[src/rtl/vga_timing_pkg.sv]
// Shared timing constants, count widths and the raster bundle type for the VGA path.
// Default geometry is 800x600 @ 60 Hz on a 40 MHz pixel clock.
package vga_timing_pkg;

  localparam int H_ACTIVE = 800;
  localparam int H_FP     = 40;
  localparam int H_SYNC   = 128;
  localparam int H_BP     = 88;
  localparam int H_TOTAL  = H_ACTIVE + H_FP + H_SYNC + H_BP;

  localparam int V_ACTIVE = 600;
  localparam int V_FP     = 1;
  localparam int V_SYNC   = 4;
  localparam int V_BP     = 23;
  localparam int V_TOTAL  = V_ACTIVE + V_FP + V_SYNC + V_BP;

  localparam int HCNT_W = 11;
  localparam int VCNT_W = 10;
  localparam int FCNT_W = 16;

  typedef struct packed {
    logic [HCNT_W-1:0] hcount;
    logic [VCNT_W-1:0] vcount;
    logic              hblnk;
    logic              vblnk;
    logic              hsync;
    logic              vsync;
  } vga_timing_t;

  function automatic int axis_total(input int active, input int fp, input int sync, input int bp);
    return active + fp + sync + bp;
  endfunction

endpackage

[src/rtl/vga_timing_gen_if.sv]
// Timing bus from the raster generator to the draw stages; frame_cnt exists only
// when VGA_FRAME_CNT_EN is defined.
interface vga_timing_gen_if;
  import vga_timing_pkg::*;

  logic              ce;
  logic [HCNT_W-1:0] hcount;
  logic [VCNT_W-1:0] vcount;
  logic              hblnk;
  logic              vblnk;
  logic              hsync;
  logic              vsync;
  logic              frame_start;
`ifdef VGA_FRAME_CNT_EN
  logic [FCNT_W-1:0] frame_cnt;

  modport master (input ce, output hcount, output vcount, output hblnk, output vblnk,
                  output hsync, output vsync, output frame_start, output frame_cnt);
  modport slave  (output ce, input hcount, input vcount, input hblnk, input vblnk,
                  input hsync, input vsync, input frame_start, input frame_cnt);
`else
  modport master (input ce, output hcount, output vcount, output hblnk, output vblnk,
                  output hsync, output vsync, output frame_start);
  modport slave  (output ce, input hcount, input vcount, input hblnk, input vblnk,
                  input hsync, input vsync, input frame_start);
`endif

endinterface

[src/rtl/vga_axis_counter.sv]
// One raster axis: wrapping position counter with registered blank/sync flags that
// are derived from the next count, so they always line up with the presented count.
module vga_axis_counter
  import vga_timing_pkg::*;
#(
  parameter int ACTIVE = H_ACTIVE,
  parameter int FP     = H_FP,
  parameter int SYNC   = H_SYNC,
  parameter int BP     = H_BP,
  parameter int W      = HCNT_W
) (
  input  logic         clk,
  input  logic         rst,
  input  logic         i_step,
  output logic [W-1:0] o_count,
  output logic         o_blank,
  output logic         o_sync,
  output logic         o_wrap
);

  localparam int TOTAL = axis_total(ACTIVE, FP, SYNC, BP);

  localparam logic [W-1:0] L_LAST        = W'(TOTAL - 1);
  localparam logic [W-1:0] L_ONE         = W'(1);
  localparam logic [W-1:0] L_BLANK_START = W'(ACTIVE);
  localparam logic [W-1:0] L_SYNC_START  = W'(ACTIVE + FP);
  localparam logic [W-1:0] L_SYNC_LAST   = W'(ACTIVE + FP + SYNC - 1);

  logic [W-1:0] r_count;
  logic [W-1:0] w_count_nxt;
  logic         r_blank;
  logic         r_sync;

  // next position: hold, step, or wrap from the last position
  always_comb begin
    w_count_nxt = r_count;
    if (i_step) begin
      if (r_count == L_LAST) begin
        w_count_nxt = {W{1'b0}};
      end else begin
        w_count_nxt = r_count + L_ONE;
      end
    end else begin
      w_count_nxt = r_count;
    end
  end

  // position and flag registers
  always_ff @(posedge clk) begin
    if (rst) begin
      r_count <= {W{1'b0}};
      r_blank <= 1'b0;
      r_sync  <= 1'b0;
    end else begin
      r_count <= w_count_nxt;
      r_blank <= (w_count_nxt >= L_BLANK_START);
      r_sync  <= (w_count_nxt >= L_SYNC_START) && (w_count_nxt <= L_SYNC_LAST);
    end
  end

  assign o_count = r_count;
  assign o_blank = r_blank;
  assign o_sync  = r_sync;
  assign o_wrap  = (r_count == L_LAST);

endmodule

[src/rtl/vga_timing_gen.sv]
// Raster timing generator: chains a horizontal and a vertical axis counter and flags
// the double wrap back to (0,0); VGA_FRAME_CNT_EN adds a 16-bit frame counter.
module vga_timing_gen
  import vga_timing_pkg::*;
#(
  parameter int P_H_ACTIVE = H_ACTIVE,
  parameter int P_H_FP     = H_FP,
  parameter int P_H_SYNC   = H_SYNC,
  parameter int P_H_BP     = H_BP,
  parameter int P_V_ACTIVE = V_ACTIVE,
  parameter int P_V_FP     = V_FP,
  parameter int P_V_SYNC   = V_SYNC,
  parameter int P_V_BP     = V_BP
) (
  input logic              clk,
  input logic              rst,
  vga_timing_gen_if.master bus
);

  logic [HCNT_W-1:0] w_hcount;
  logic [VCNT_W-1:0] w_vcount;
  logic              w_hblnk;
  logic              w_vblnk;
  logic              w_hsync;
  logic              w_vsync;
  logic              w_h_wrap;
  logic              w_v_wrap;
  logic              w_v_step;
  logic              w_frame_wrap;
  logic              r_frame_start;
  vga_timing_t       w_timing;

  // the line counter only steps on a ce-qualified end of line
  assign w_v_step     = bus.ce & w_h_wrap;
  assign w_frame_wrap = w_v_step & w_v_wrap;

  vga_axis_counter #(
    .ACTIVE (P_H_ACTIVE),
    .FP     (P_H_FP),
    .SYNC   (P_H_SYNC),
    .BP     (P_H_BP),
    .W      (HCNT_W)
  ) u_h_axis (
    .clk     (clk),
    .rst     (rst),
    .i_step  (bus.ce),
    .o_count (w_hcount),
    .o_blank (w_hblnk),
    .o_sync  (w_hsync),
    .o_wrap  (w_h_wrap)
  );

  vga_axis_counter #(
    .ACTIVE (P_V_ACTIVE),
    .FP     (P_V_FP),
    .SYNC   (P_V_SYNC),
    .BP     (P_V_BP),
    .W      (VCNT_W)
  ) u_v_axis (
    .clk     (clk),
    .rst     (rst),
    .i_step  (w_v_step),
    .o_count (w_vcount),
    .o_blank (w_vblnk),
    .o_sync  (w_vsync),
    .o_wrap  (w_v_wrap)
  );

  // frame_start marks only the wrap into (0,0), never the post-reset (0,0)
  always_ff @(posedge clk) begin
    if (rst) begin
      r_frame_start <= 1'b0;
    end else begin
      r_frame_start <= w_frame_wrap;
    end
  end

  assign w_timing = '{hcount: w_hcount, vcount: w_vcount, hblnk: w_hblnk,
                      vblnk: w_vblnk, hsync: w_hsync, vsync: w_vsync};

  assign bus.hcount      = w_timing.hcount;
  assign bus.vcount      = w_timing.vcount;
  assign bus.hblnk       = w_timing.hblnk;
  assign bus.vblnk       = w_timing.vblnk;
  assign bus.hsync       = w_timing.hsync;
  assign bus.vsync       = w_timing.vsync;
  assign bus.frame_start = r_frame_start;

`ifdef VGA_FRAME_CNT_EN
  logic [FCNT_W-1:0] r_frame_cnt;

  // frame counter steps together with the frame_start pulse
  always_ff @(posedge clk) begin
    if (rst) begin
      r_frame_cnt <= {FCNT_W{1'b0}};
    end else if (w_frame_wrap) begin
      r_frame_cnt <= r_frame_cnt + 16'd1;
    end else begin
      r_frame_cnt <= r_frame_cnt;
    end
  end

  assign bus.frame_cnt = r_frame_cnt;
`endif

endmodule

[src/flat_wrapper.sv]
// flat-port wrapper written by rule: the top's interface ports become plain ports
module vga_timing_gen_flat import vga_timing_pkg::*;
#(
  parameter int P_H_ACTIVE = H_ACTIVE,
  parameter int P_H_FP     = H_FP,
  parameter int P_H_SYNC   = H_SYNC,
  parameter int P_H_BP     = H_BP,
  parameter int P_V_ACTIVE = V_ACTIVE,
  parameter int P_V_FP     = V_FP,
  parameter int P_V_SYNC   = V_SYNC,
  parameter int P_V_BP     = V_BP
)
  (clk, rst, bus_ce, bus_hcount, bus_vcount, bus_hblnk, bus_vblnk, bus_hsync, bus_vsync, bus_frame_start);
  vga_timing_gen_if bus_i ();
  input logic clk;
  input logic rst;
  input wire logic [$bits(bus_i.ce)-1:0] bus_ce;
  output wire logic [$bits(bus_i.hcount)-1:0] bus_hcount;
  output wire logic [$bits(bus_i.vcount)-1:0] bus_vcount;
  output wire logic [$bits(bus_i.hblnk)-1:0] bus_hblnk;
  output wire logic [$bits(bus_i.vblnk)-1:0] bus_vblnk;
  output wire logic [$bits(bus_i.hsync)-1:0] bus_hsync;
  output wire logic [$bits(bus_i.vsync)-1:0] bus_vsync;
  output wire logic [$bits(bus_i.frame_start)-1:0] bus_frame_start;
  assign bus_i.ce = bus_ce;
  assign bus_hcount = bus_i.hcount;
  assign bus_vcount = bus_i.vcount;
  assign bus_hblnk = bus_i.hblnk;
  assign bus_vblnk = bus_i.vblnk;
  assign bus_hsync = bus_i.hsync;
  assign bus_vsync = bus_i.vsync;
  assign bus_frame_start = bus_i.frame_start;
  vga_timing_gen #(.P_H_ACTIVE(P_H_ACTIVE), .P_H_FP(P_H_FP), .P_H_SYNC(P_H_SYNC), .P_H_BP(P_H_BP), .P_V_ACTIVE(P_V_ACTIVE), .P_V_FP(P_V_FP), .P_V_SYNC(P_V_SYNC), .P_V_BP(P_V_BP)) u_core (.clk(clk), .rst(rst), .bus(bus_i));
endmodule
[config.mk]
export PLATFORM = sky130hd
export DESIGN_NAME = vga_timing_gen_flat
export DESIGN_NICKNAME = d
export VERILOG_FILES = /design/src/rtl/vga_timing_pkg.sv /design/src/rtl/vga_timing_gen_if.sv /design/src/rtl/vga_axis_counter.sv /design/src/rtl/vga_timing_gen.sv /design/src/flat_wrapper.sv
export SDC_FILE = /design/constraint.sdc
export NUM_CORES = 1
export LEC_CHECK = 0
export CORE_ASPECT_RATIO = 0.75
export CORE_MARGIN = 3
export CORE_UTILIZATION = 50
export CTS_BUF_LIST = sky130_fd_sc_hd__clkbuf_8
export CTS_CLUSTER_SIZE = 25
export DETAILED_ROUTE_END_ITERATION = 10
export PLACE_DENSITY = 0.77
export SYNTH_ARGS = -nofsm -noshare
export SYNTH_HDL_FRONTEND = slang
export SYNTH_SLANG_ARGS = --single-unit
[constraint.sdc]
create_clock -name clk -period 2.8 [get_ports clk]
set_input_delay 0.84 -clock clk [delete_from_list [all_inputs] [get_ports clk]]
set_output_delay 0.84 -clock clk [all_outputs]
set_load 0.01 [all_outputs]
== Yosys cells after proc, flatten, opt, wreduce, memory -nomap -nowiden ==
Cells that the tools add are included.
Word-level totals
  output and inout port bits: 26
  logic and storage cells: 25
  flip-flop bits (word level): 26
Cells by class
  reduce and logical (&&, ||, !) cells: 2
  equal/unequal tests: 2
  muxes and demuxes: 4
  $lt $le $gt $ge: 6
  $add $sub $neg: 2
  bitwise gates (word level): 2
Operator list (number)
  >= comparator 11 x 10 -> 1 bit, second input constant: 2
  2-to-1 mux 11 bit: 2
  >= comparator 10 bit, second input constant: 2
  2-to-1 mux 10 bit: 2
  adder 11 x 1 -> 11 bit, second input constant: 1
  equality test 11 bit, second input constant: 1
  less-or-equal comparator 11 x 10 -> 1 bit, second input constant: 1
  adder 10 x 1 -> 10 bit, second input constant: 1
  equality test 10 bit, second input constant: 1
  less-or-equal comparator 10 bit, second input constant: 1
  AND 1 bit: 2
  logical AND 1 bit: 2

== Depth between registers and ports, before layout ==
Gate-level depths: netlist of the first run.
  depth after elaboration: 5
  depth in mapped cells: 7

== Modules after synthesis ==
Synthesis of the first run repeated with hierarchy kept, for this count alone.
Second synthesis, totals
  cell total of the unflattened synthesis: 165
  area total of the unflattened synthesis: 1415.1 um^2
Modules (own cells, without submodules)
  vga_axis_counter (u_core.u_v_axis): cells each 85, times used 1, seq. area each 240.2 um^2, area an instance 706.9 um^2
  vga_axis_counter (u_core.u_h_axis): cells each 77, times used 1, seq. area each 260.2 um^2, area an instance 671.9 um^2
  vga_timing_gen: cells each 3, times used 1, seq. area each 20.0 um^2, area an instance 36.3 um^2

== Least setup slack after synthesis of the first run ==
Ideal clock, no wire load.
  path type: input to register
  start point: input bus_ce
  end point: register u_core.u_v_axis.r_sync (netlist: u_core.u_v_axis.o_sync)
  slack: 657 ps
  cell stages on the path: 5
  path buffers: 0
  data arrival time: 2055 ps
  data required time: 2712 ps
  path through: and4_1 > nand4_4 > or3_1 > a31o_1 > nor4_2
On the way
  cells in the longest elaborated chain, start to end: 4
  elaborated cells on any way between the ends: 5
RTL lines
  start, declared: RTL line flat_wrapper.sv:17  | input wire logic [$bits(bus_i.ce)-1:0] bus_ce;
  AND 1 bit (*): RTL line vga_timing_gen.sv:34  | assign w_v_step = bus.ce & w_h_wrap;
  2-to-1 mux 10 bit (*): RTL line vga_axis_counter.sv:37  | if (i_step) begin
  >= comparator 10 bit / less-or-equal comparator 10 bit (equally long branches): RTL line vga_axis_counter.sv:57  | r_sync <= (w_count_nxt >= L_SYNC_START) && (w_count_nxt <= L_SYNC_LAST);
  logical AND 1 bit (*): RTL line vga_axis_counter.sv:57
  end signal, assigned: RTL line vga_axis_counter.sv:57
  end, declared: RTL line vga_axis_counter.sv:32  | logic r_sync;
Every way passes the cells marked *; elsewhere a longest branch is shown, timed or not.
A chain may end at the register's enable or synchronous reset.

== Worst setup path after layout of the first run ==
  start point: input bus_ce
  end point: register u_core.u_h_axis.r_sync (netlist: u_core.u_h_axis.o_sync)
On the way
  cells in the longest elaborated chain, start to end: 3
  elaborated cells on any way between the ends: 4
RTL lines (RTL line)
  2-to-1 mux 11 bit (*): vga_axis_counter.sv:37
  >= comparator 11 x 10 -> 1 bit / less-or-equal comparator 11 x 10 -> 1 bit (equally long branches): vga_axis_counter.sv:57
  logical AND 1 bit (*): vga_axis_counter.sv:57
  end signal, assigned: vga_axis_counter.sv:57
  end, declared: vga_axis_counter.sv:32
Marked as above.

==> results.md, run 1 <==
### Run status
- **run status** finished clean

### Drt
- **WL per Instance** 15.5 um
- **ANT nets after route** 0
- **Starting DRT DRC Count** 144
- **count of unresolved DRC violations after routing** 0
- **first-pass iteration count of the detailed router** 4
- **Post-Route WL** 4060 um
- **number of vias after detailed routing** 1640
- **via-per-instance ratio** 6.26

### Clock tree
- **Skew-Pair Late Insertion Delay** 270 ps
- **clock buffer depth** 2
- **Gates resized, CTS repair** 0
- **number of buffers inserted during clock tree synthesis** 3
- **clock-pin slew on the worst setup and hold paths** 100 ps
- **TritonCTS clock tree** built
- **clock root buffer** sky130_fd_sc_hd__clkbuf_8
- **Setup Buffers After CTS** 0
- **count of hold-fix buffers inserted at cts** 0
- **H-tree levels** 1
- **total number of clock tree sinks** 26

### Power and ir drop
- **power per unit of standard cell area** 374 nW/um^2
- **worst ir drop on vdd** 0.000221 V
- **switching component of the power** 153 uW
- **internal power** 593 uW
- **static leakage** 0.000677 uW
- **net switching fraction of the power** 20.5%
- **Combinational Power Share** 6.9%
- **Reg power frac** 51.6%
- **clock share of power** 41.6%

### Synthesis
- **sequential cell area fraction in the yosys report** 32.6%
- **compound-gate portion of the synthesized area** 16.7%
- **count of different cell masters after synthesis** 45
- **library cell with the highest instance count after synthesis** sky130_fd_sc_hd__dfxtp_1
- **flops & latches, synth** 26
- **most frequently used flop master after synthesis** sky130_fd_sc_hd__dfxtp_1
- **number of enable-type register cells in the synthesized netlist** 0
- **proportion of register bits with asynchronous set or reset after synthesis** 0%
- **adder-cell area share of the yosys netlist** 1.56%
- **Synth Area per Inst** 8.00 sq um
- **number of instances in the synthesized netlist** 200
- **area share of the leading cell type in the synthesized netlist** 32.6%
- **mux contribution to synthesized area** 0.626%
- **area share of and/or/nand/nor cells after synthesis** 33.6%
- **top area cells in the synthesized netlist** sky130_fd_sc_hd__dfxtp_1, sky130_fd_sc_hd__nor2_1, sky130_fd_sc_hd__xor2_1
- **largest area contributor in the synthesized netlist** sky130_fd_sc_hd__dfxtp_1
- **total number of yosys warnings** 0
- **syn nets** 205
- **main combinational cell family by area after synthesis** simple AND/OR/NAND/NOR gates
- **netlist area before placement** 1600 sq um
- **Commonest cells post-synth** sky130_fd_sc_hd__dfxtp_1, sky130_fd_sc_hd__nor2_1, sky130_fd_sc_hd__nand2_1
- **xor and xnor fraction of the mapped netlist area** 8.76%

### Setup path
- **worst-path fanout max** 8
- **category of the most critical setup path** input port to flop
- **ordered list of cells on the worst path** clkdlybuf4s50_1, and4_1, nand4_1, xor2_1, or4_1, nor3_1
- **Worst Reg2Reg Path Length in Cells** 6
- **worst setup slack for register-to-register paths** 490 ps
- **critical path data arrival time** 2740 ps
- **Crit-path slowest cell** sky130_fd_sc_hd__clkdlybuf4s50_1
- **delay of the slowest critical-path stage** 510 ps
- **Buf/Inv on CP** 1
- **Worst setup EP type** flop
- **CP top delay family** simple AND/OR/NAND/NOR gates
- **destination of the worst register-to-register timing path** u_core.u_v_axis.o_sync
- **Data required, critical path** 2990 ps
- **start of the worst register-to-register path** u_core.u_v_axis.o_count[0]
- **Worst Setup Start Kind** input port

### STA
- **Max Clock Skew** 12.8 ps
- **worst hold margin** 565 ps
- **number of max-slew violations in the final report** 0
- **top achievable clock speed** 392 MHz
- **worst slew pin tran** 407 ps
- **Hold Violations, Final** 0
- **setup violators final** 0
- **period utilisation layout** 91.1%
- **Max transition margin** 72.5%
- **Final WS setup** 250 ps
- **Final Critical Period** 2550 ps
- **setup repair after global routing missed its margin** no

### Floorplanning
- **I/O pins** 29
- **core area** 3000 sq um
- **floorplan die area** 3920 sq um
- **Vert. Die Dim** 55.0 um
- **Horiz. Die Dim** 71.3 um
- **effective utilization at floorplan** 53.3%
- **Core Rows** 17

### Global route
- **global-route wire length before repair** 7000 um
- **via count of the first global-routing pass** 1434
- **number of antenna violations at the first check in global routing** 0
- **total track usage** 22.9%
- **largest net degree at the start of global routing** 17
- **total gr overflow** 0

### Placed design
- **DP Wirelength** 2960 um
- **worst-case setup slack after placement** -21.2 ps
- **placer's final routability congestion estimate** 0.982
- **I/O Buffers** 28
- **placed cell count** 258

### Min path
- **class of the most critical hold timing path** flop to flop
- **worst hold path cell count** 2
- **startpoint of the worst hold path** u_core.u_h_axis.o_count[1]
- **endpoint with the worst hold slack** u_core.u_h_axis.o_count[1]

### Layout
- **Area Growth Syn to Fin** 24.6%
- **area of the multi-input gates** 978 sq um
- **Layout Nets** 230
- **fill cell instance count of the final layout** 248
- **combined flip-flop and latch cell area** 520 sq um
- **Antenna diodes** 0
- **proportion of layout cells with a drive suffix above 1** 8.04%
- **number of standard cells in the layout, taps in and fillers out** 262

### Job
- **max-cap violations** 0

flip-flops by register name, summed over array words and instances, names as in the netlist:
name,count
u_core.bus.frame_start,1
u_core.u_h_axis.o_blank,1
u_core.u_h_axis.o_count,11
u_core.u_h_axis.o_sync,1
u_core.u_v_axis.o_blank,1
u_core.u_v_axis.o_count,10
u_core.u_v_axis.o_sync,1
per-layer routing:
| metal | share of wire, % | GRT usage (%) | vias up | routed length (um) |
|---|---|---|---|---|
| li1 | - | - | 785 | - |
| met1 | 50 | 33.3 | 783 | 2010 |
| met2 | 42 | 35.1 | 68 | 1720 |
| met3 | 7.3 | 5.96 | 4 | 297 |
| met4 | 0.57 | 2.50 | 0 | 23 |
| met5 | 0 | 0 | - | 0 |
cell families (layout without fill, tap and decap cells):
family                     after synthesis  in the layout
and+or+nand+nor                         94             94
muxes                                    1              1
xor gates and xnor gates                16             16
AOI/OAI and AO/OA                       39             39
adders and majority gates                2              2
DFF                                     26             26
buffers and inverters                   22             46
worst max path at each step:
stage	startpoint	endpoint	slack [ps]	depth (start not counted)
3_3_place_gp	bus_ce	u_core.u_h_axis.o_sync	50	6
3_5_place_dp	bus_ce	u_core.u_h_axis.o_sync	-20	6
4_1_cts	bus_ce	u_core.u_h_axis.o_sync	270	6
2_1_floorplan	bus_ce	u_core.u_v_axis.o_sync	660	5
5_1_grt	bus_ce	u_core.u_h_axis.o_sync	170	6
6_report	bus_ce	u_core.u_h_axis.o_sync	250	6
per-stage QoR:
stage               area, sq um  utilization, %  TNS, ps  total power [uW]
floorplan                  1600               -        0               417
global placement           1920            64.1        0               443
detailed placement         1920            64.1    -21.2               443
CTS                        1990            66.5        0               753
global route               1990            66.5        0               777
finish                     1990            66.5        0               746
worst register-to-register path: cells and delay by family (launching register included):
family / cells / cell delay, ps
simple gates: 3 / 940
flops: 1 / 490
compound gates: 2 / 460
fa+ha+maj: 1 / 330
cell usage in the layout (no fill, tap or decap), drive strengths merged, types with 5 or more instances in the layout:
cell type	netlist	routed
nor2	22	22
and3	7	7
buf	10	8
and4	5	5
nand2	16	16
nand4	11	11
clkdlybuf4s50	0	28
dfxtp	26	26
nor3	10	10
a21oi	11	11
xnor2	7	7
inv	6	6
xor2	9	9
nand3	6	6
power groups by stage:
stage	Sequential, uW	Combinational, uW	Clock (uW)
after floorplan	393	23.7	0
after global placement	392	50.4	0
after detailed placement	393	50.3	0
after CTS	384	51.1	318
after global routing	386	57.2	333
final	385	51.2	310
cell type report:
class / count / share of cell area [%]
sequential: 26 / 26.1
inverter: 6 / 1.13
multi-input combinational: 152 / 49.1
tap: 38 / 2.39
clock inverter: 1 / 1.51
clock buffer: 3 / 2.07
timing repair buffer: 36 / 17.7
(Power assumes the default switching activity.)
==> inputs of run 2 (changes only) <==
- GPL_ROUTABILITY_DRIVEN: unset -> 0
- TNS_END_PERCENT: unset -> 20
- clock period: 2.8 -> 2.5 ns (I/O delays scaled with it)
==> run 2 against run 1 <==
Compared with the run above:
- clock skew fell by 11 ps
- die area did not move
- sequential power rose by 12%
- hold slack improved by 18 ps
- combinational power rose by 14%
- non-clock buffer count rose by 5
==> results.md, run 2 (synthesized netlist as in run 1, its figures left out) <==
### Setup path
- **Data required, critical path** 2680 ps, was 2990 ps
- **Critical path destination** u_core.u_v_axis.o_blank, was u_core.u_h_axis.o_sync
- **Crit-path slowest cell** sky130_fd_sc_hd__clkdlybuf4s50_1, unchanged
- **Worst Setup Start Kind** input port, unchanged
- **timing startpoint of the critical path** bus_ce, unchanged
- **CP Depth** 7, was 6
- **Worst setup EP type** flop, unchanged
- **worst-path fanout max** 8, unchanged
- **ordered list of cells on the worst path** clkdlybuf4s50_1, and4_2, nand4_4, buf_4, o31ai_1, a211oi_1, a221oi_2, was clkdlybuf4s50_1, and4_1, nand4_1, xor2_1, or4_1, nor3_1
- **critical path data arrival time** 2600 ps, was 2740 ps
- **Buf/Inv on CP** 2, was 1
- **delay of the slowest critical-path stage** 500 ps, was 510 ps
- **CP top delay family** compound AO/OA/AOI/OAI gates, was simple AND/OR/NAND/NOR gates
- **Worst Reg2Reg Path Length in Cells** 7, was 6
- **start of the worst register-to-register path** u_core.u_v_axis.o_count[0], unchanged
- **worst setup slack for register-to-register paths** 200 ps, was 490 ps
- **category of the most critical setup path** input port to flop, unchanged
- **destination of the worst register-to-register timing path** u_core.u_v_axis.o_count[1], was u_core.u_v_axis.o_sync

### Floorplanning
- **Core Rows** 17, unchanged
- **effective utilization at floorplan** 53.3%, unchanged
- **core area** 3000 sq um, unchanged
- **Horiz. Die Dim** 71.3 um, unchanged
- **Vert. Die Dim** 55.0 um, unchanged
- **floorplan die area** 3920 sq um, unchanged
- **I/O pins** 29, unchanged

### Layout
- **area of the multi-input gates** 982 sq um, was 978 sq um
- **commonest non-fill, non-tap cell in the layout** sky130_fd_sc_hd__clkdlybuf4s50_1, unchanged
- **proportion of layout cells with a drive suffix above 1** 10.5%, was 8.04%
- **Area Growth Syn to Fin** 24.6%, about the same
- **fill cell instance count of the final layout** 260, was 248
- **most frequent cells in the layout** sky130_fd_sc_hd__clkdlybuf4s50_1, sky130_fd_sc_hd__dfxtp_1, sky130_fd_sc_hd__nor2_1, unchanged
- **Layout Nets** 235, was 230
- **max FFs per register** 11, unchanged
- **Antenna diodes** 0, unchanged
- **combined flip-flop and latch cell area** 520 sq um, unchanged

### Power and ir drop
- **switching component of the power** 164 uW, was 153 uW
- **internal power** 558 uW, was 593 uW
- **static leakage** 0.000679 uW, was 0.000677 uW
- **worst ir drop on vdd** 0.000353 V, was 0.000221 V
- **clock share of power** 32.5%, was 41.6%
- **net switching fraction of the power** 22.7%, was 20.5%
- **Combinational Power Share** 8.1%, was 6.9%
- **Reg power frac** 59.5%, was 51.6%
- **power per unit of standard cell area** 363 nW/um^2, was 374 nW/um^2

### STA
- **setup repair after global routing missed its margin** no, unchanged
- **Max transition margin** 68.1%, was 72.5%
- **Max Clock Skew** 1.62 ps, was 12.8 ps
- **Hold Violations, Final** 0, unchanged
- **setup violators final** 0, unchanged
- **top achievable clock speed** 414 MHz
- **period utilisation layout** 96.6%
- **number of max-slew violations in the final report** 0, unchanged
- **Final WS setup** 85.8 ps, was 250 ps
- **Setup TNS Final** 0 ps, unchanged
- **Final Critical Period** 2410 ps
- **worst slew pin tran** 471 ps, was 407 ps
- **worst hold margin** 583 ps, was 565 ps

### Clock tree
- **number of buffers inserted during clock tree synthesis** 3, unchanged
- **H-tree levels** 1, unchanged
- **clock-pin slew on the worst setup and hold paths** 90 ps, was 100 ps
- **clock root buffer** sky130_fd_sc_hd__clkbuf_8, unchanged
- **total number of clock tree sinks** 26, unchanged
- **clock buffer depth** 2, unchanged
- **TritonCTS clock tree** built, unchanged
- **Skew-Pair Late Insertion Delay** 270 ps, about the same

### Drt
- **Starting DRT DRC Count** 146, was 144
- **Post-Route WL** 4160 um, was 4060 um
- **via-per-instance ratio** 6.05, was 6.26
- **count of unresolved DRC violations after routing** 0, unchanged
- **WL per Instance** 15.6 um, was 15.5 um
- **ANT nets after route** 0, unchanged
- **number of vias after detailed routing** 1609, was 1640
- **first-pass iteration count of the detailed router** 4, unchanged

### Placed design
- **worst-case setup slack after placement** -189 ps, was -21.2 ps
- **I/O Buffers** 28, unchanged
- **DP Wirelength** 3120 um, was 2960 um

### Job
- **max-cap violations** 0, unchanged

### Global route
- **number of antenna violations at the first check in global routing** 0, unchanged
- **global-route wire length before repair** 6890 um, was 7000 um
- **largest net degree at the start of global routing** 16, was 17
- **via count of the first global-routing pass** 1464, was 1434
- **total track usage** 22.7%, was 22.9%
- **total gr overflow** 0, unchanged

### Min path
- **class of the most critical hold timing path** flop to flop, unchanged

### Run status
- **run status** finished clean, unchanged

run 2: cell types whose count changed in the layout (fill, tap and decap cells not counted):
cell / before / now
sky130_fd_sc_hd__buf_4: 7 / 13
sky130_fd_sc_hd__bufinv_16: 1 / 0
sky130_fd_sc_hd__and4_2: 0 / 1
sky130_fd_sc_hd__nand2b_1: 1 / 0
sky130_fd_sc_hd__nand2b_2: 0 / 1
sky130_fd_sc_hd__buf_12: 1 / 0
sky130_fd_sc_hd__and4_1: 5 / 4
run 2: power groups by stage:
| stage | Sequential (uW) | Clock (uW) | Combinational, uW |
|---|---|---|---|
| global placement | 439 | 0 | 56.2 |
| finish | 430 | 235 | 58.3 |
| detailed placement | 439 | 0 | 57.3 |
| floorplan | 441 | 0 | 26.5 |
| CTS | 430 | 245 | 58.1 |
| global route | 431 | 258 | 63.6 |
run 2: cell type report:
cell class | instances | area share, %
clock buffer | 3 | 2.07
inverter | 6 | 1.13
multi-input combinational | 152 | 49.3
sequential | 26 | 26.1
tap | 38 | 2.39
timing repair buffer | 41 | 19.0
run 2: how the worst min path moves through the flow:
stage	to	start	depth (start not counted)	slack, ps
6_report	u_core.u_h_axis.o_count[0]	u_core.u_h_axis.o_count[0]	2	580
5_1_grt	u_core.u_h_axis.o_count[0]	u_core.u_h_axis.o_count[0]	2	620
4_1_cts	u_core.u_h_axis.o_count[0]	u_core.u_h_axis.o_count[0]	2	580
3_5_place_dp	u_core.u_h_axis.o_count[0]	u_core.u_h_axis.o_count[0]	2	560
3_3_place_gp	u_core.u_h_axis.o_count[1]	u_core.u_h_axis.o_count[1]	2	520
2_1_floorplan	u_core.u_v_axis.o_count[4]	u_core.u_v_axis.o_count[4]	2	540
run 2: worst reg2reg max path: stages, from the launching register on:
cell	delay, ps
sky130_fd_sc_hd__dfxtp_1	490
sky130_fd_sc_hd__ha_1	340
sky130_fd_sc_hd__nor4bb_1	440
sky130_fd_sc_hd__and4_1	450
sky130_fd_sc_hd__nor2_1	140
sky130_fd_sc_hd__buf_4	160
sky130_fd_sc_hd__a22oi_1	130
sky130_fd_sc_hd__nor2_1	60
run 2: metrics by stage:
step	instance area [sq um]	instances	total power [uW]	utilization, %
floorplan	1600	200	467	-
global placement	1950	263	495	64.9
detailed placement	1950	263	497	64.9
CTS	1990	266	733	66.3
global route	1990	266	752	66.4
finish	1990	266	723	66.4
run 2: what timing repair did:
item | in CTS | in global routing
endpoints found under the setup margin | 0 | 1
hold buffers | 0 | 0
gates resized for setup | 0 | 2
buffers inserted | 0 | 0
run 2: per-layer routing:
layer  vias up  global-route usage [%]  share of wire (%)
li1        785                       -                  -
met1       749                    30.3                 46
met2        68                    35.4                 44
met3         7                    7.04                8.7
met4         0                    7.19                1.1
met5         -                       0                  0
==> inputs of run 3 (changes only) <==
- DONT_BUFFER_PORTS: unset -> 1
- PLACE_DENSITY: 0.77 -> unset
==> run 3 against run 2 <==
Compared with the run above:
- wire length down 6.9%
- maximum frequency up 9.5%
- count of clock-buffer cells in the layout unchanged
- setup slack better by 210 ps
- register-to-register slack better by 96 ps
- clock skew up 1.3 ps
- design area down 15%
- clock power down 2%
- critical path depth down 1
- combinational power down 44%
- sequential power up 0.9%
- cell count down 12%
- highest routed layer unchanged
==> results.md, run 3 (synthesized netlist as in run 1, its figures left out) <==
### Placed design
- **I/O Buffers** 0, was 28
- **DP Wirelength** 2920 um, was 3120 um

### Floorplanning
- **core area** 3000 sq um, unchanged
- **Core Rows** 17, unchanged
- **floorplan die area** 3920 sq um, unchanged
- **I/O pins** 29, unchanged
- **Horiz. Die Dim** 71.3 um, unchanged
- **effective utilization at floorplan** 53.3%, unchanged
- **Vert. Die Dim** 55.0 um, unchanged

### Setup path
- **Data required, critical path** 2650 ps, was 2680 ps
- **critical path data arrival time** 2350 ps, was 2600 ps
- **Worst setup EP type** flop, unchanged
- **category of the most critical setup path** flop to flop, was input port to flop
- **worst setup slack for register-to-register paths** 300 ps, was 200 ps
- **start of the worst register-to-register path** u_core.u_h_axis.o_count[0], was u_core.u_v_axis.o_count[0]
- **Worst Setup Start Kind** flop, was input port
- **destination of the worst register-to-register timing path** u_core.u_v_axis.o_blank, was u_core.u_v_axis.o_count[1]
- **Critical path destination** u_core.u_v_axis.o_blank, unchanged
- **timing startpoint of the critical path** u_core.u_h_axis.o_count[0], was bus_ce
- **worst-path fanout max** 13, was 8
- **Worst Reg2Reg Path Length in Cells** 6, was 7

### STA
- **Hold Violations, Final** 0, unchanged
- **Final Critical Period** 2200 ps, was 2410 ps
- **worst hold margin** 545 ps, was 583 ps
- **setup violators final** 0, unchanged
- **setup repair after global routing missed its margin** no, unchanged
- **Setup TNS Final** 0 ps, unchanged
- **Max Clock Skew** 2.91 ps, was 1.62 ps
- **worst slew pin tran** 425 ps, was 471 ps
- **Max transition margin** 71.6%, was 68.1%
- **period utilisation layout** 88.2%, was 96.6%
- **top achievable clock speed** 454 MHz, was 414 MHz
- **number of max-slew violations in the final report** 0, unchanged

### Layout
- **combined flip-flop and latch cell area** 523 sq um, was 520 sq um
- **post-layout util** 56.2%, was 66.4%
- **Layout Nets** 203, was 235
- **most frequent cells in the layout** sky130_fd_sc_hd__dfxtp_1, sky130_fd_sc_hd__nor2_1, sky130_fd_sc_hd__nand2_1, was sky130_fd_sc_hd__clkdlybuf4s50_1, sky130_fd_sc_hd__dfxtp_1, sky130_fd_sc_hd__nor2_1
- **max FFs per register** 11, unchanged
- **fill cell instance count of the final layout** 288, was 260
- **commonest non-fill, non-tap cell in the layout** sky130_fd_sc_hd__dfxtp_1, was sky130_fd_sc_hd__clkdlybuf4s50_1
- **Area Growth Syn to Fin** 5.48%, was 24.6%
- **area of the multi-input gates** 985 sq um, was 982 sq um
- **proportion of layout cells with a drive suffix above 1** 10.7%, was 10.5%
- **Antenna diodes** 0, unchanged

### Run status
- **run status** finished clean, unchanged

### Global route
- **via count of the first global-routing pass** 1316, was 1464
- **total gr overflow** 0, unchanged
- **number of antenna violations at the first check in global routing** 0, unchanged
- **total track usage** 21.3%, was 22.7%
- **largest net degree at the start of global routing** 17, was 16
- **global-route wire length before repair** 6520 um, was 6890 um

### Power and ir drop
- **static leakage** 0.000567 uW, was 0.000679 uW
- **power per unit of standard cell area** 413 nW/um^2, was 363 nW/um^2
- **worst ir drop on vdd** 0.000270 V, was 0.000353 V
- **sum of internal, switching and leakage power** 697 uW, was 723 uW

### Drt
- **WL per Instance** 16.5 um, was 15.6 um
- **Post-Route WL** 3870 um, was 4160 um
- **via-per-instance ratio** 6.44, was 6.05
- **number of vias after detailed routing** 1508, was 1609
- **ANT nets after route** 0, unchanged
- **Starting DRT DRC Count** 153, was 146
- **count of unresolved DRC violations after routing** 0, unchanged
- **first-pass iteration count of the detailed router** 5, was 4

### Clock tree
- **clock-pin slew on the worst setup and hold paths** 80 ps, was 90 ps
- **count of hold-fix buffers inserted at cts** 0, unchanged
- **total number of clock tree sinks** 26, unchanged
- **TritonCTS clock tree** built, unchanged
- **Setup Buffers After CTS** 0, unchanged
- **clock buffer depth** 2, unchanged
- **clock root buffer** sky130_fd_sc_hd__clkbuf_8, unchanged
- **H-tree levels** 1, unchanged
- **Skew-Pair Late Insertion Delay** 260 ps, was 270 ps
- **number of buffers inserted during clock tree synthesis** 3, unchanged

### Job
- **max-cap violations** 0, unchanged

### Min path
- **class of the most critical hold timing path** input port to flop, was flop to flop

-- run 3: cell count changes in the layout (fill, tap and decap cells not counted), moves of 2 or more --
| cell | delta |
|---|---|
| sky130_fd_sc_hd__dfxtp_1 | -2 |
| sky130_fd_sc_hd__buf_4 | -4 |
| sky130_fd_sc_hd__clkdlybuf4s50_1 | -28 |
| sky130_fd_sc_hd__dfxtp_2 | +2 |
-- run 3: worst min-delay path by stage --
stage	from	end	slack (ps)	cells past startpoint
6_report	rst	u_core.u_v_axis.o_count[8]	550	1
3_5_place_dp	u_core.u_h_axis.o_count[1]	u_core.u_h_axis.o_count[1]	590	2
5_1_grt	rst	u_core.u_h_axis.o_count[4]	530	1
4_1_cts	rst	u_core.u_h_axis.o_count[4]	540	1
2_1_floorplan	u_core.u_v_axis.o_count[4]	u_core.u_v_axis.o_count[4]	540	2
3_3_place_gp	u_core.u_h_axis.o_count[1]	u_core.u_h_axis.o_count[1]	580	2
-- run 3: cell type report --
type | count | area share (%)
Multi-Input combinational cell | 152 | 58.4
Timing Repair Buffer | 9 | 4.01
Clock buffer | 3 | 2.45
Tap cell | 38 | 2.82
Sequential cell | 26 | 31.0
Inverter | 6 | 1.34
-- run 3: layer usage --
layer / global-route usage [%] / share of wire, %
met3: 7.40 / 12
met2: 31.1 / 40
met4: 1.88 / 0.34
met1: 31.2 / 47
met5: 0 / 0
-- run 3: where the power goes --
group          switching [uW]  total [uW]  internal, uW
Clock                     123         230           108
Sequential               13.7         434           420
Combinational            16.5        32.5          16.1
-- run 3: through the flow --
step / cells / worst slack, ps / cell area (sq um)
after global routing: 234 / 71.5 / 1690
final: 234 / 296 / 1690
after floorplan: 200 / 447 / 1600
after detailed placement: 231 / 207 / 1640
after global placement: 231 / 139 / 1640
after CTS: 234 / 191 / 1680
-- run 3: timing repair --
action	in CTS	in global routing
resized for setup	0	3
endpoints found under the hold margin	0	0
endpoints found under the setup margin	0	1
-- run 3: worst max-delay path, stage by stage, from the launching register on --
cell and delay (ps):
sky130_fd_sc_hd__dfxtp_1 460, sky130_fd_sc_hd__ha_1 230, sky130_fd_sc_hd__and4_1 300, sky130_fd_sc_hd__and4_1 490, sky130_fd_sc_hd__nand4_1 180, sky130_fd_sc_hd__a211oi_1 340
sky130_fd_sc_hd__a221oi_2 90
==> patch: new RTL, settings of run 3 <==
Change the package constant `HCNT_W` from 11 to 9.
--- a/src/rtl/vga_timing_pkg.sv
+++ b/src/rtl/vga_timing_pkg.sv
@@ -16,3 +16,3 @@
 
-  localparam int HCNT_W = 11;
+  localparam int HCNT_W = 9;
   localparam int VCNT_W = 10;
Interface: changed (resized bus_hcount); port bits go from 29 to 27. The function was not compared with the original's and may differ.
==> patch against run 3 <==
  * Fmax down 4.7%
  * Non-clock buffer count decreased by 3
  * Routed wire length down 14%
  * Design area decreased by 13%
  * Critical path type unchanged
  * Synthesized area decreased by 15%
  * Setup slack worse by 0.11 ns
  * Sequential cell count shrank 2
  * Utilization up 3.8 points
  * Power grew 7.2%
  * Clock skew rose by 0.00070 ns
  * First-iteration DRC count shrank 46%
  * Synthesized cell count down 22%
  * Combinational power decreased by 44%
  * Highest routed layer unchanged
==> patch: results (changes against run 3) <==
stage	metric	value	unit	change
synthesis	synth unique cells	42		was 45
critical_path	endpoint of the most critical setup path	u_core.u_v_axis.o_sync$_SDFF_PP0_		was u_core.u_v_axis.o_blank$_SDFF_PP0_
final_layout	final net count	166		was 203
global_routing	met2 demand-to-capacity share in global routing	30.8	%	was 31.1%
global_routing	met1 Usage GRT	30.3	%	was 31.2%
critical_path	reg-to-reg setup timing slack	0.19	ns	was 0.30 ns
sta	Worst Tran Pin Value	0.464	ns	was 0.425 ns
place	total placed instance area	1390	um2	was 1640 um2
outcome	outcome	completed		unchanged
critical_path	Max stage delay on crit path	0.54	ns	was 0.49 ns
critical_path	Data arrival, critical path	2.53	ns	was 2.35 ns
global_routing	GR met3 Demand/Resource	8.35	%	was 7.40%
sta	worst clock skew on the final layout	0.00361	ns	was 0.00291 ns
route	vias after detailed routing	1159		was 1508
min_path	cell depth of the worst hold path	1		unchanged
sta	Fin Hold WS	0.539	ns	was 0.545 ns
final_layout	count of placed standard cells in the final layout, fillers left out	194		was 234
critical_path	cell with the biggest individual delay on the critical path	sky130_fd_sc_hd__or4b_4		was sky130_fd_sc_hd__and4_1
route	met1 wire length	1600	um	was 1830 um
synthesis	top cells by area, synth	sky130_fd_sc_hd__dfxtp_1 (35%), sky130_fd_sc_hd__nor2_1 (5.8%), sky130_fd_sc_hd__xor2_1 (4.5%)		was sky130_fd_sc_hd__dfxtp_1 (33%), sky130_fd_sc_hd__nor2_1 (5.2%), sky130_fd_sc_hd__xor2_1 (4.9%)
route	met3 wire length	356	um	was 480 um
synthesis	Post-Syn Area per Cell	8.70	um2	was 8.00 um2
power_and_ir_drop	leakage component of the power	0.531	nW	was 0.567 nW
sta	min cycle time layout	2.31	ns	was 2.20 ns
place	HPWL after detailed placement	2390	um	was 2920 um
synthesis	top cell types by occurrence after synthesis	sky130_fd_sc_hd__dfxtp_1 (24), sky130_fd_sc_hd__nor2_1 (21), sky130_fd_sc_hd__nand2_1 (14)		was sky130_fd_sc_hd__dfxtp_1 (26), sky130_fd_sc_hd__nor2_1 (22), sky130_fd_sc_hd__nand2_1 (16)
synthesis	sequential area share after synthesis	35.2	%	was 32.6%
route	iteration-0 DRC count of the detailed router	82		was 153
route	count of TritonRoute iterations in the first routing pass	4		was 5
place	Placement Setup Slack	0.196	ns	was 0.207 ns
synthesis	syn nets	162		was 205
final_layout	max FFs per register	10		was 11
route	final WL	3330	um	was 3870 um
global_routing	via count of the first global-routing pass	1081		was 1316
## patch: kinds of logic (layout without fill, tap and decap cells)
logic type      Yosys count  after routing  synth area share, %
compound gates           23             23                 12.7
xor+xnor                 12             12                 7.69
fa+ha+maj                 2              2                 1.83
buf+inv                  10             13                 5.68
flops                    24             24                 35.2
mux                       2              2                 1.56
simple gates             84             84                 35.3
## patch: cell type report
class	instances	area, um2	share of cell area [%]
multi-input cells	123	815	55.6
flip-flops and latches	24	480	32.8
repair buffers	6	45.0	3.07
well taps	34	42.5	2.90
clock buffers	3	41.3	2.82
clock inverters	1	30.0	2.05
inverters	3	11.3	0.769
## patch: repair_timing
item / 4_1_cts / 5_1_grt
endpoints found under the setup margin: 0 / 1
resized for setup: 0 / 1
hold endpoints to repair: 0 / 0
buffers inserted: 0 / 0
## patch: where the power goes
group          switching [W]  internal, W  total [W]
registers         0.00000177     0.000384   0.000386
clock network       0.000128     0.000214   0.000342
logic              0.0000106   0.00000763  0.0000182
